<file path="src/rtl/rv_mem_pkg.sv">
// Shared types and helpers for the two-port memory arbiter.
// Holds the response-slot states, port indices, the LS request bundle and the address check.
package rv_mem_pkg;

    typedef enum logic [1:0] {
        IDLE = 2'd0,
        PEND = 2'd1,
        HOLD = 2'd2
    } slot_state_e;

    localparam int unsigned PORT_IF = 0;
    localparam int unsigned PORT_LS = 1;

    typedef struct packed {
        logic        we;
        logic [31:0] addr;
        logic [31:0] wdata;
        logic [3:0]  mask;
    } req_t;

    // Misaligned, bits above the word index set, or word past the populated depth.
    function automatic logic addr_err(input logic [31:0] addr, input int unsigned aw,
                                      input int unsigned depth);
        return (addr[1:0] != 2'b00) || ((addr >> (aw + 2)) != 32'd0) || ((addr >> 2) >= depth);
    endfunction

endpackage

</file>
<file path="src/rtl/mem_rsp_slot.sv">
// Per-port response slot: presents read data live for one cycle, then parks it
// in a hold register while the consumer stalls.
module mem_rsp_slot
    import rv_mem_pkg::*;
(
    input  logic        clk,
    input  logic        rst,
    input  logic        i_accept,
    input  logic        i_err,
    input  logic        i_keep_data,
    input  logic [31:0] i_mem_data_out,
    input  logic        i_rsp_ready,
    output logic        o_eligible,
    output logic        o_rsp_valid,
    output logic [31:0] o_rsp_data,
    output logic        o_rsp_err
);

    slot_state_e r_state;
    logic        r_err;
    logic        r_keep;
    logic [31:0] r_hold;
    logic [31:0] w_pend_data;

    assign w_pend_data = r_keep ? i_mem_data_out : 32'd0;

    always_ff @(posedge clk or posedge rst) begin
        if (rst) begin
            r_state <= IDLE;
            r_err   <= 1'b0;
            r_keep  <= 1'b0;
            r_hold  <= 32'd0;
        end else if (i_accept) begin
            r_state <= PEND;
            r_err   <= i_err;
            r_keep  <= i_keep_data & ~i_err;
        end else begin
            case (r_state)
                PEND: begin
                    if (i_rsp_ready) begin
                        r_state <= IDLE;
                    end else begin
                        r_state <= HOLD;
                        r_hold  <= w_pend_data;
                    end
                end
                HOLD: begin
                    if (i_rsp_ready) r_state <= IDLE;
                end
                default: r_state <= IDLE;
            endcase
        end
    end

    always_comb begin
        o_eligible  = (r_state == IDLE) || i_rsp_ready;
        o_rsp_valid = (r_state != IDLE);
        o_rsp_err   = (r_state != IDLE) && r_err;
        case (r_state)
            PEND:    o_rsp_data = w_pend_data;
            HOLD:    o_rsp_data = r_hold;
            default: o_rsp_data = 32'd0;
        endcase
    end

endmodule

</file>
<file path="src/rtl/mem_arbiter.sv">
// Shares one single-port word memory between instruction fetch and load/store,
// with address checking, round-robin arbitration and per-port response slots.
module mem_arbiter
    import rv_mem_pkg::*;
#(
    parameter int unsigned MEM_AW    = 8,
    parameter int unsigned MEM_DEPTH = 255,
    parameter int unsigned LS_FIRST  = 1
) (
    input  logic              clk,
    input  logic              rst,
    input  logic              if_req_valid,
    output logic              if_req_ready,
    input  logic [31:0]       if_req_addr,
    output logic              if_rsp_valid,
    input  logic              if_rsp_ready,
    output logic [31:0]       if_rsp_data,
    output logic              if_rsp_err,
    input  logic              ls_req_valid,
    output logic              ls_req_ready,
    input  logic              ls_req_we,
    input  logic [31:0]       ls_req_addr,
    input  logic [31:0]       ls_req_wdata,
    input  logic [3:0]        ls_req_mask,
    output logic              ls_rsp_valid,
    input  logic              ls_rsp_ready,
    output logic [31:0]       ls_rsp_rdata,
    output logic              ls_rsp_err,
    output logic              mem_request,
    output logic              mem_we_re,
    output logic [MEM_AW-1:0] mem_address,
    output logic [31:0]       mem_data_in,
    output logic [3:0]        mem_mask,
    input  logic [31:0]       mem_data_out
);

    req_t w_ls_req;
    logic w_if_err;
    logic w_ls_err;
    logic w_if_slot_elig;
    logic w_ls_slot_elig;
    logic w_if_elig;
    logic w_ls_elig;
    logic w_grant_if;
    logic w_grant_ls;
    logic r_ls_prio;

    assign w_ls_req = '{we: ls_req_we, addr: ls_req_addr, wdata: ls_req_wdata,
                        mask: ls_req_mask};

    assign w_if_err  = addr_err(if_req_addr, MEM_AW, MEM_DEPTH);
    assign w_ls_err  = addr_err(w_ls_req.addr, MEM_AW, MEM_DEPTH);
    assign w_if_elig = if_req_valid & w_if_slot_elig;
    assign w_ls_elig = ls_req_valid & w_ls_slot_elig;

    // r_ls_prio set means LS wins the next conflict.
    assign w_grant_ls = w_ls_elig & (~w_if_elig | r_ls_prio);
    assign w_grant_if = w_if_elig & ~w_grant_ls;

    always_ff @(posedge clk or posedge rst) begin
        if (rst) begin
            r_ls_prio <= (LS_FIRST != 0);
        end else if (w_if_elig && w_ls_elig) begin
            r_ls_prio <= ~w_grant_ls;
        end
    end

    always_comb begin
        if_req_ready = w_grant_if;
        ls_req_ready = w_grant_ls;
        mem_request  = (w_grant_if & ~w_if_err) | (w_grant_ls & ~w_ls_err);
        mem_we_re    = w_grant_ls & w_ls_req.we;
        mem_address  = w_grant_ls ? ls_req_addr[MEM_AW+1:2] : if_req_addr[MEM_AW+1:2];
        mem_data_in  = w_ls_req.wdata;
        mem_mask     = (w_grant_ls && w_ls_req.we) ? w_ls_req.mask : 4'b0000;
    end

    mem_rsp_slot u_if_slot (
        .clk           (clk),
        .rst           (rst),
        .i_accept      (w_grant_if),
        .i_err         (w_if_err),
        .i_keep_data   (1'b1),
        .i_mem_data_out(mem_data_out),
        .i_rsp_ready   (if_rsp_ready),
        .o_eligible    (w_if_slot_elig),
        .o_rsp_valid   (if_rsp_valid),
        .o_rsp_data    (if_rsp_data),
        .o_rsp_err     (if_rsp_err)
    );

    mem_rsp_slot u_ls_slot (
        .clk           (clk),
        .rst           (rst),
        .i_accept      (w_grant_ls),
        .i_err         (w_ls_err),
        .i_keep_data   (~w_ls_req.we),
        .i_mem_data_out(mem_data_out),
        .i_rsp_ready   (ls_rsp_ready),
        .o_eligible    (w_ls_slot_elig),
        .o_rsp_valid   (ls_rsp_valid),
        .o_rsp_data    (ls_rsp_rdata),
        .o_rsp_err     (ls_rsp_err)
    );

endmodule

</file>
<file path="config.mk">
export PLATFORM = sky130hd
export DESIGN_NAME = mem_arbiter
export DESIGN_NICKNAME = d
export VERILOG_FILES = /design/src/rtl/rv_mem_pkg.sv /design/src/rtl/mem_rsp_slot.sv /design/src/rtl/mem_arbiter.sv
export SDC_FILE = /design/constraint.sdc
export NUM_CORES = 1
export LEC_CHECK = 0
export CORE_ASPECT_RATIO = 1.4
export CORE_UTILIZATION = 35
export DETAILED_ROUTE_END_ITERATION = 8
export PLACE_DENSITY = 0.88
export SLEW_MARGIN = 20
export SYNTH_ARGS = -nofsm -noshare
export SYNTH_HDL_FRONTEND = slang
export SYNTH_SLANG_ARGS = --single-unit
</file>
<file path="constraint.sdc">
create_clock -name clk -period 2.52 [get_ports clk]
set_clock_uncertainty 0.1 [all_clocks]
set_input_delay 0.63 -clock clk [delete_from_list [all_inputs] [get_ports clk]]
set_output_delay 0.63 -clock clk [all_outputs]
set_load 0.05 [all_outputs]
</file>
==> flow_summary.toml <==
[timing]
fin_tns_setup_ns = -3.52
rsz0062_at_grt = "true"
finalCritPeriodShare_pct = 108
clock.fmax_ghz = 0.367
slew_headroom_pct = 72.7
tightest_slew_ns = 0.409
setup_violations = 53
post-route-min-period_ns = 2.73
final_max_slew_viol_count = 0
final_hold_viol_count = 0
setup_ws_ns = -0.208

[finish]
final_cell_count_no_fill = 833
nets = 821
drive_gt1_share_pct = 49.6
area_growth_syn_to_layout_pct = 91.0

[logic_synthesis]
synth.distinct_cells = 34
synth_cells = 482
syn_area_per_cell_um2 = 9.15
syn_area_mm2 = 0.00441
syn-num-nets = 627
synth_top_area_share_pct = 40.9
yosysTopAreaCell = "dfrtp_1"
ys_warn_count = 0
synth_seq_cells = 73
ys_top_cells_by_area = "dfrtp_1, a22oi_1, nor2b_1, a22o_1, nand2_1"
yosysSeqAreaShare_pct = 41.4

[setup_path]
cp_top_family = "simple AND/OR/NAND/NOR gates"
crit_path_start = "ls_req_addr[26]"
cp.required_ns = 1.79
arrival_ns = 2.00
crit_chain = "clkdlybuf4s15_1 > nor4_4 > nand4_1 > nor3_2 > buf_4 > or2_4 > buf_12"
crit_slowest_cell = "nor3_2"
path_buf_inv = 3
cp_max_fo = 2
critPathKind = "input pin to primary output"
cp-end-kind = "primary output"
startpoint_type = "input pin"
critPathMaxStageDelay_ns = 0.28
rr_startpoint = "u_ls_slot.r_state[1]"

[clock_network]
cts_made_buffers = 9
insertion_delay_ns = 0.33
cts_buffer_depth = 2
cts_sinks = 73
clk_root_buffer_cell = "clkbuf_16"
path_clk_slew_ns = 0.06
htreeDepth = 3
cts_hold_buf = 0
cts_tree = "built"

[global_route]
track_usage_pct = 27.8
grt_pass1_wl_um = 27600
grt_pass1_vias = 5228
grt_max_degree = 74
grt-ovfl-total = 0
antenna_found_initial = 2

[worst_hold_path]
hold_path.class = "register to register"
worstHoldStart = "u_if_slot.r_hold[19]"

[detailed_routing]
ant_nets = 0
drt-vias-per-instance = 5.75
postRouteWirelength_um = 18700
wl_per_cell_um = 22.5
dr.pass1.iters = 5
route.vias.total = 4786
drc_errors = 0
dr.first_iter.drc_count = 237

[power]
power-per-cell-area_mw_per_mm2 = 465
ir_worst_vdd_uv = 458
p_total_mw = 3.91
power.leakage_nw = 3.38

[placed_design]
dp_slack_ns = -0.506
dp.cells = 790
io_buffers = 190
dp_hpwl_um = 11800
gp_congestion = 0.783

[status]
outcome = "finished, violations left"
violations = "setup timing"

[floorplan]
start_util_pct = 35.8
die_h_um = 135
io_pins = 255
core-area_mm2 = 0.0123
fp.dieW_um = 96.9
die-area_mm2 = 0.0131
num_rows = 48

[flow_run]
maxCapViolations = 0
[cell families after synthesis]
family          after synthesis  share of synthesized area (%)
buf+inv                      82                           10.7
flops                        73                           41.4
compound gates              140                           23.3
xor+xnor                      1                          0.199
simple gates                170                           20.2
mux                          10                           2.50
fa+ha+maj                     6                           1.70
[state kept, by name (all words and copies together), names as in the netlist]
name / count
r_ls_prio: 1
u_if_slot.r_err: 1
u_if_slot.r_hold: 32
u_if_slot.r_keep: 1
u_if_slot.r_state: 2
u_ls_slot.r_err: 1
u_ls_slot.r_hold: 32
u_ls_slot.r_keep: 1
u_ls_slot.r_state: 2
[per-stage QoR]
stage / hold WS (ns) / area [µm²] / util, %
after detailed placement: 0.371 / 7300 / 59.3
after global placement: 0.355 / 7300 / 59.3
after floorplan: 0.340 / 4570 / -
final: 0.392 / 8420 / 68.4
after global routing: 0.416 / 8420 / 68.4
after CTS: 0.384 / 8380 / 68.1
[final cells by class]
type,instances,area (µm²)
clock buffer,11,243
multi-input combinational,327,2770
clock inverter,5,53.8
timing repair buffer,255,3290
antenna,2,5.00
tap,150,188
fill,820,3890
inverter,10,48.8
sequential,73,1830
[worst reg2reg max path: stages, from the launching register on]
cell      delay (ns)
dfrtp_1         0.38
inv_2           0.08
ha_4            0.18
o21ai_2         0.15
o21bai_4        0.19
buf_6           0.16
buf_4           0.14
nand3b_1        0.14
buf_12          0.21
a22o_1          0.29
[routing by layer]
layer / GRT usage [%] / part of all wire, %
met5: 0 / 0
met4: 16.7 / 4.5
met3: 7.09 / 6.3
met2: 53.0 / 56
met1: 26.7 / 33
[layout by cell type (no fill, tap or decap), types with 4 or more instances in the layout]
master | synthesis | final
nand2_1 | 67 | 67
and3_4 | 0 | 4
buf_8 | 0 | 9
a22oi_1 | 64 | 12
mux2_4 | 0 | 8
clkdlybuf4s15_1 | 0 | 12
inv_2 | 0 | 4
o21ai_1 | 9 | 8
nor4_2 | 0 | 8
buf_12 | 0 | 85
a22oi_2 | 0 | 52
buf_6 | 4 | 8
o21ai_0 | 26 | 26
a22o_1 | 32 | 32
dlygate4sd2_1 | 0 | 28
nand4_1 | 6 | 6
clkbuf_2 | 0 | 11
dfrtp_1 | 72 | 72
nor2b_2 | 0 | 64
clkdlybuf4s50_1 | 0 | 45
clkbuf_16 | 0 | 9
inv_1 | 10 | 4
nor2_1 | 4 | 4
buf_4 | 32 | 47
dlymetal6s2s_1 | 0 | 9
ha_4 | 0 | 5
[synth_stat cells (all sizes together)]
library cell  number
o211a              1
nand4              6
ha                 6
o21bai             1
nor3               4
nor2b             66
or2                2
a22oi             64
buf               48
o211ai             2
mux2i              2
mux2               8
and3b              1
nor2               4
nand3b             1
nor4              12
dfstp              1
dfrtp             72
a21o               1
clkbuf            24
o41ai              1
o21ai             37
xor2               1
and2               3
a22o              32
and3               4
a21oi              1
nand2             67
inv               10
[final timing paths]
check | slack (ns) | cells after the start | to
max | -0.21 | 7 | mem_request
min | 0.39 | 2 | u_if_slot.r_hold[19]
max reg2reg | 0.38 | 9 | u_ls_slot.r_hold[3]
min reg2reg | 0.39 | 2 | u_if_slot.r_hold[19]
max in group asynchronous | 1.29 | 3 | r_ls_prio
min in group asynchronous | 0.67 | 3 | u_ls_slot.r_hold[30]
[timing repair]
| action | 4_1_cts | 5_1_grt |
|---|---|---|
| setup buffers | 18 | 10 |
| setup endpoints to repair | 80 | 81 |
| cloned | 6 | 0 |
| gates resized for setup | 183 | 65 |
| pin swaps | 55 | 31 |
[power by group]
group / internal [mW] / switching [mW] / leakage, nW / total (mW)
sequential: 1.20 / 0.0260 / 1.00 / 1.22
combinational: 0.685 / 0.734 / 2.22 / 1.42
clock: 0.792 / 0.478 / 0.150 / 1.27
total: 2.68 / 1.24 / 3.38 / 3.91
(Power assumes the default switching activity.)
